File: src/rtl/ring_tx_scheduler.sv
// rtl/ring_tx_scheduler.sv - ring transmitter arbiter and token-holding FSM
// Arbitrates response, forward and own traffic onto the serializer; runs the send/retry/release protocol.
module ring_tx_scheduler #(
  parameter int MAX_RETRY   = 3,
  parameter int ACK_TIMEOUT = 255,
  parameter int CNT_W       = 8
) (
  input  logic       Clk_R,
  input  logic       Rst_n,
  input  logic       tx_ready,
  input  logic       fwd_req,
  input  logic       rsp_req,
  input  logic       rsp_nack,
  input  logic       new_req,
  input  logic       token_rx,
  input  logic       ack_rx,
  input  logic       nack_rx,
  output logic       tx_start,
  output logic [2:0] tx_data_select,
  output logic       fwd_grant,
  output logic       rsp_grant,
  output logic       Core_Load_Ack,
  output logic       drop_err,
  output logic       token_dup_err,
  output logic       holding_token,
  output logic [1:0] retry_count
);

  typedef enum logic [2:0] {
    NO_TOKEN,
    HOLD,
    SEND_NEW,
    WAIT_RESP,
    RESEND,
    RELEASE
  } state_t;

  localparam logic [2:0] SEL_ACK  = 3'd0;
  localparam logic [2:0] SEL_NACK = 3'd1;
  localparam logic [2:0] SEL_FWD  = 3'd2;
  localparam logic [2:0] SEL_TOK  = 3'd3;
  localparam logic [2:0] SEL_NEW  = 3'd4;

  state_t           state;
  logic [CNT_W-1:0] timer;

  logic can_launch;
  logic own_req;
  logic rsp_go;
  logic fwd_go;
  logic own_go;
  logic timeout;
  logic retry_left;

  // Registered tx_start feeds back so back-to-back launches always get a dead cycle.
  assign can_launch = tx_ready && !tx_start;
  assign own_req    = (state == SEND_NEW) || (state == RESEND) || (state == RELEASE);
  assign rsp_go     = can_launch && rsp_req;
  assign fwd_go     = can_launch && !rsp_req && fwd_req;
  assign own_go     = can_launch && !rsp_req && !fwd_req && own_req;
  assign timeout    = (timer == CNT_W'(ACK_TIMEOUT));
  assign retry_left = (retry_count < 2'(MAX_RETRY));

  always_ff @(posedge Clk_R or negedge Rst_n) begin
    if (!Rst_n) begin
      state          <= NO_TOKEN;
      timer          <= '0;
      retry_count    <= '0;
      tx_start       <= 1'b0;
      tx_data_select <= SEL_ACK;
      fwd_grant      <= 1'b0;
      rsp_grant      <= 1'b0;
      Core_Load_Ack  <= 1'b0;
      drop_err       <= 1'b0;
      token_dup_err  <= 1'b0;
      holding_token  <= 1'b0;
    end else begin
      tx_start      <= rsp_go || fwd_go || own_go;
      rsp_grant     <= rsp_go;
      fwd_grant     <= fwd_go;
      Core_Load_Ack <= 1'b0;
      drop_err      <= 1'b0;
      token_dup_err <= token_rx && (state != NO_TOKEN);

      if (rsp_go)
        tx_data_select <= rsp_nack ? SEL_NACK : SEL_ACK;
      else if (fwd_go)
        tx_data_select <= SEL_FWD;
      else if (own_go)
        tx_data_select <= (state == RELEASE) ? SEL_TOK : SEL_NEW;

      case (state)
        NO_TOKEN: begin
          if (token_rx) begin
            state         <= HOLD;
            holding_token <= 1'b1;
          end
        end
        HOLD: state <= new_req ? SEND_NEW : RELEASE;
        SEND_NEW: begin
          if (own_go) begin
            state       <= WAIT_RESP;
            timer       <= '0;
            retry_count <= '0;
          end
        end
        WAIT_RESP: begin
          timer <= timer + 1'b1;
          // ACK dominates both a simultaneous NACK and the timeout.
          if (ack_rx) begin
            Core_Load_Ack <= 1'b1;
            state         <= RELEASE;
          end else if (nack_rx || timeout) begin
            if (retry_left) begin
              retry_count <= retry_count + 1'b1;
              state       <= RESEND;
            end else begin
              Core_Load_Ack <= 1'b1;
              drop_err      <= 1'b1;
              state         <= RELEASE;
            end
          end
        end
        RESEND: begin
          if (own_go) begin
            state <= WAIT_RESP;
            timer <= '0;
          end
        end
        RELEASE: begin
          if (own_go) begin
            state         <= NO_TOKEN;
            holding_token <= 1'b0;
            retry_count   <= '0;
          end
        end
        default: state <= NO_TOKEN;
      endcase
    end
  end

endmodule

File: config.mk
export PLATFORM = sky130hd
export DESIGN_NAME = ring_tx_scheduler
export DESIGN_NICKNAME = d
export VERILOG_FILES = /design/src/rtl/ring_tx_scheduler.sv
export SDC_FILE = /design/constraint.sdc
export NUM_CORES = 1
export LEC_CHECK = 0
export BUFFER_PORTS_ARGS = -buffer_cell sky130_fd_sc_hd__buf_2
export CAP_MARGIN = 20
export CELL_PAD_IN_SITES_DETAIL_PLACEMENT = 2
export CELL_PAD_IN_SITES_GLOBAL_PLACEMENT = 2
export CORE_MARGIN = 2
export CORE_UTILIZATION = 33
export CTS_CLUSTER_SIZE = 20
export DETAILED_ROUTE_END_ITERATION = 8
export GPL_ROUTABILITY_DRIVEN = 1
export PLACE_DENSITY = 0.76
export SYNTH_ARGS = -nofsm -noshare
export SYNTH_HDL_FRONTEND = slang
export SYNTH_SLANG_ARGS = --single-unit
File: constraint.sdc
create_clock -name Clk_R -period 2 [get_ports Clk_R]
set_input_delay 0.3 -clock Clk_R [delete_from_list [all_inputs] [get_ports Clk_R]]
set_output_delay 0.3 -clock Clk_R [all_outputs]
set_load 0.03 [all_outputs]
==> results.cfg <==
[layout]
fin_util = 0.406
final_cells = 188
drive_above_1_share = 0.239
final_common_cell = dfrtp_1
antenna_cells = 0
most-common-layout-cells = dfrtp_1, buf_2, nor2_1
area_delta_synth_final_pct = 15.7
nNetsFinal = 155

[placed_design]
gp_congestion = 0.772
io_buffer_count = 21
dpl.cell_count = 183
dp.final_hpwl_um = 2520

[critical_path]
startpoint_type = flip-flop
crit_type = flip-flop to flip-flop
cpLargestDelayFamily = simple AND/OR/NAND/NOR gates
slowest_stage = or4_1
crit_fanout = 14
crit-reg2reg-launch = state[1]
required_ns = 2.26
slowest_delay_ns = 0.64
r2r_end = timer[5]
critical_path.cell_chain = nand3b_1 -> or4_1 -> nand2_1
crit_arrival_ns = 2.07
endpoint_kind = flip-flop
ff2ff_path_depth = 3
crit_buf_inv = 0
r2r_slack_ns = 0.19

[synthesis]
synth_top_cell_area_share = 0.483
syn_nets = 132
syn_inst = 120
netlist_top_cells_area = dfrtp_1, nor2_1, o21ai_0
synthDistinctLibCells = 40
yosysTopAreaCell = dfrtp_1
yosysWarningCount = 0
ys_seq_area_frac = 0.483
post_synth.cell_area_avg_um2 = 9.93
netlist_area_mm2 = 0.00119
synth_seq_cells = 23

[floorplanning]
std_cell_rows = 21
start_util = 0.351
die_x_um = 64.1
dieArea_mm2 = 0.00411
dieHeight_um = 64.1
io_pins = 22
design.core.area_mm2 = 0.00339

[global_routing]
grt_util_all_layers = 0.168
grt_pass1_wl_um = 5400
grt_max_degree = 24
gr-total-overflow = 0
antenna_found_initial = 0
grt_pass1_vias = 1092

[sta]
max_slew_margin = 0.638
fin_worst_skew_ns = 0.00280
min_period_ns = 1.81
fmax_ghz = 0.553
worst_pin_slew_ns = 0.543
rsz0062_at_grt = no
finalSetupViolCount = 0
min_period_over_period = 0.905
finalSetupTns_ns = 0
hold_viol = 0
slew_violations = 0

[route]
avgRoutedWirePerCell_um = 17.0
drt_first_pass_iters = 4
avgViaCountPerCell = 5.33
ant_nets = 0
drtIter0Drc = 28
route.detailed.drc = 0
vias = 1002
routed_wl_um = 3190

[cts]
clkLatencyLatePin_ns = 0.31
root_buffer = clkbuf_4
cts_tree = built
cts_max_level = 1
clkTransAtPathRegs_ns = 0.13
cts_setup_buffers = 0
clock_path_buffers = 2
cts_made_buffers = 3
cts_sinks = 23

[min_path]
min_path_type = input pin to flip-flop
min-delay-start = ack_rx
hold_depth = 2
hold_end = drop_err

[power]
clkPwrFrac = 0.123
peakVddDrop_uv = 449
power_frac_comb = 0.406
p_per_area_mw_per_mm2 = 1290
switching_power_mw = 0.796
p_seq_frac = 0.471
p_leak_nw = 0.640
p_int_mw = 0.977
p_sw_frac = 0.449

[flow_run]
maxCapViolCount = 0

[run_status]
status = finished clean
-- synthesized netlist by cell type --
cell,count
a22oi_1,1
and3_2,1
nand2_1,10
nor4b_4,1
clkbuf_1,1
a311o_2,1
o22a_1,1
o211ai_1,2
nor3b_1,2
buf_4,1
nand3b_1,2
and4bb_2,1
or4_1,2
or3_1,2
o21a_1,2
inv_1,4
mux2_2,1
a41o_1,1
dfrtp_1,23
nor3_1,3
or2_2,1
o31ai_1,1
nor2_1,11
o32a_1,1
o41a_1,1
xor2_1,4
a21oi_1,5
nand2b_1,1
ha_1,2
and2_1,2
o22ai_1,1
o21ai_0,8
mux2i_1,1
nor2b_1,3
a31oi_2,1
and3b_1,2
buf_2,3
nand3_1,7
nand4_1,2
and4_1,1
-- state kept, by name, summed over array words and instances, names as in the netlist, 2 cells and up --
name	flops
tx_data_select	3
state	3
timer	8
retry_count	2
-- power groups by stage --
stage	registers [mW]	clock network [mW]	logic [mW]
floorplan	0.849	0	0.491
global placement	0.817	0	0.678
detailed placement	0.845	0	0.726
CTS	0.834	0.230	0.732
global route	0.870	0.244	0.798
finish	0.835	0.218	0.720
-- metrics by stage --
stage	power, mW	setup WS, ns	hold slack, ns	instance area [um^2]
3_3_place_gp	1.50	0.357	0.309	1340
2_1_floorplan	1.34	0.297	0.00441	1190
6_report	1.77	0.191	0.217	1380
5_1_grt	1.91	0.0249	0.212	1380
3_5_place_dp	1.57	0.140	0.312	1340
4_1_cts	1.80	0.117	0.206	1370
-- how the worst max path moves through the flow --
stage | cells past startpoint | from | endpoint
floorplan | 4 | tx_start | timer[7]
global placement | 4 | state[2] | retry_count[0]
detailed placement | 4 | state[2] | retry_count[0]
CTS | 4 | state[1] | retry_count[0]
global route | 3 | state[1] | state[2]
finish | 3 | state[1] | timer[5]
-- area by class of cell --
cell class | count | area, um^2
repair buffers | 23 | 123
multi-input cells | 88 | 579
clock inverters | 1 | 5.00
inverters | 4 | 15.0
clock buffers | 3 | 22.5
well taps | 46 | 57.6
flip-flops and latches | 23 | 576
fillers | 380 | 2010
-- cells by family after synthesis --
kind of cell    synth area share
mux                       0.0179
xor+xnor                  0.0294
simple gates               0.263
fa+ha+maj                 0.0210
flops                      0.483
buf+inv                   0.0347
compound gates             0.151
-- routing by layer --
metal / vias to the layer above / global-route usage / routed length (um)
met4: 0 / 0.0245 / 19
met2: 8 / 0.314 / 1690
met3: 2 / 0.0317 / 46
met5: - / 0 / 0
met1: 517 / 0.202 / 1430
li1: 475 / - / -
-- what timing repair did --
item | 4_1_cts | 5_1_grt
hold endpoints to repair | 23 | 0
hold buffers | 1 | 0
gates resized for setup | 0 | 1
endpoints found under the setup margin | 0 | 2
Note: power is estimated with default switching activity, not from simulation.
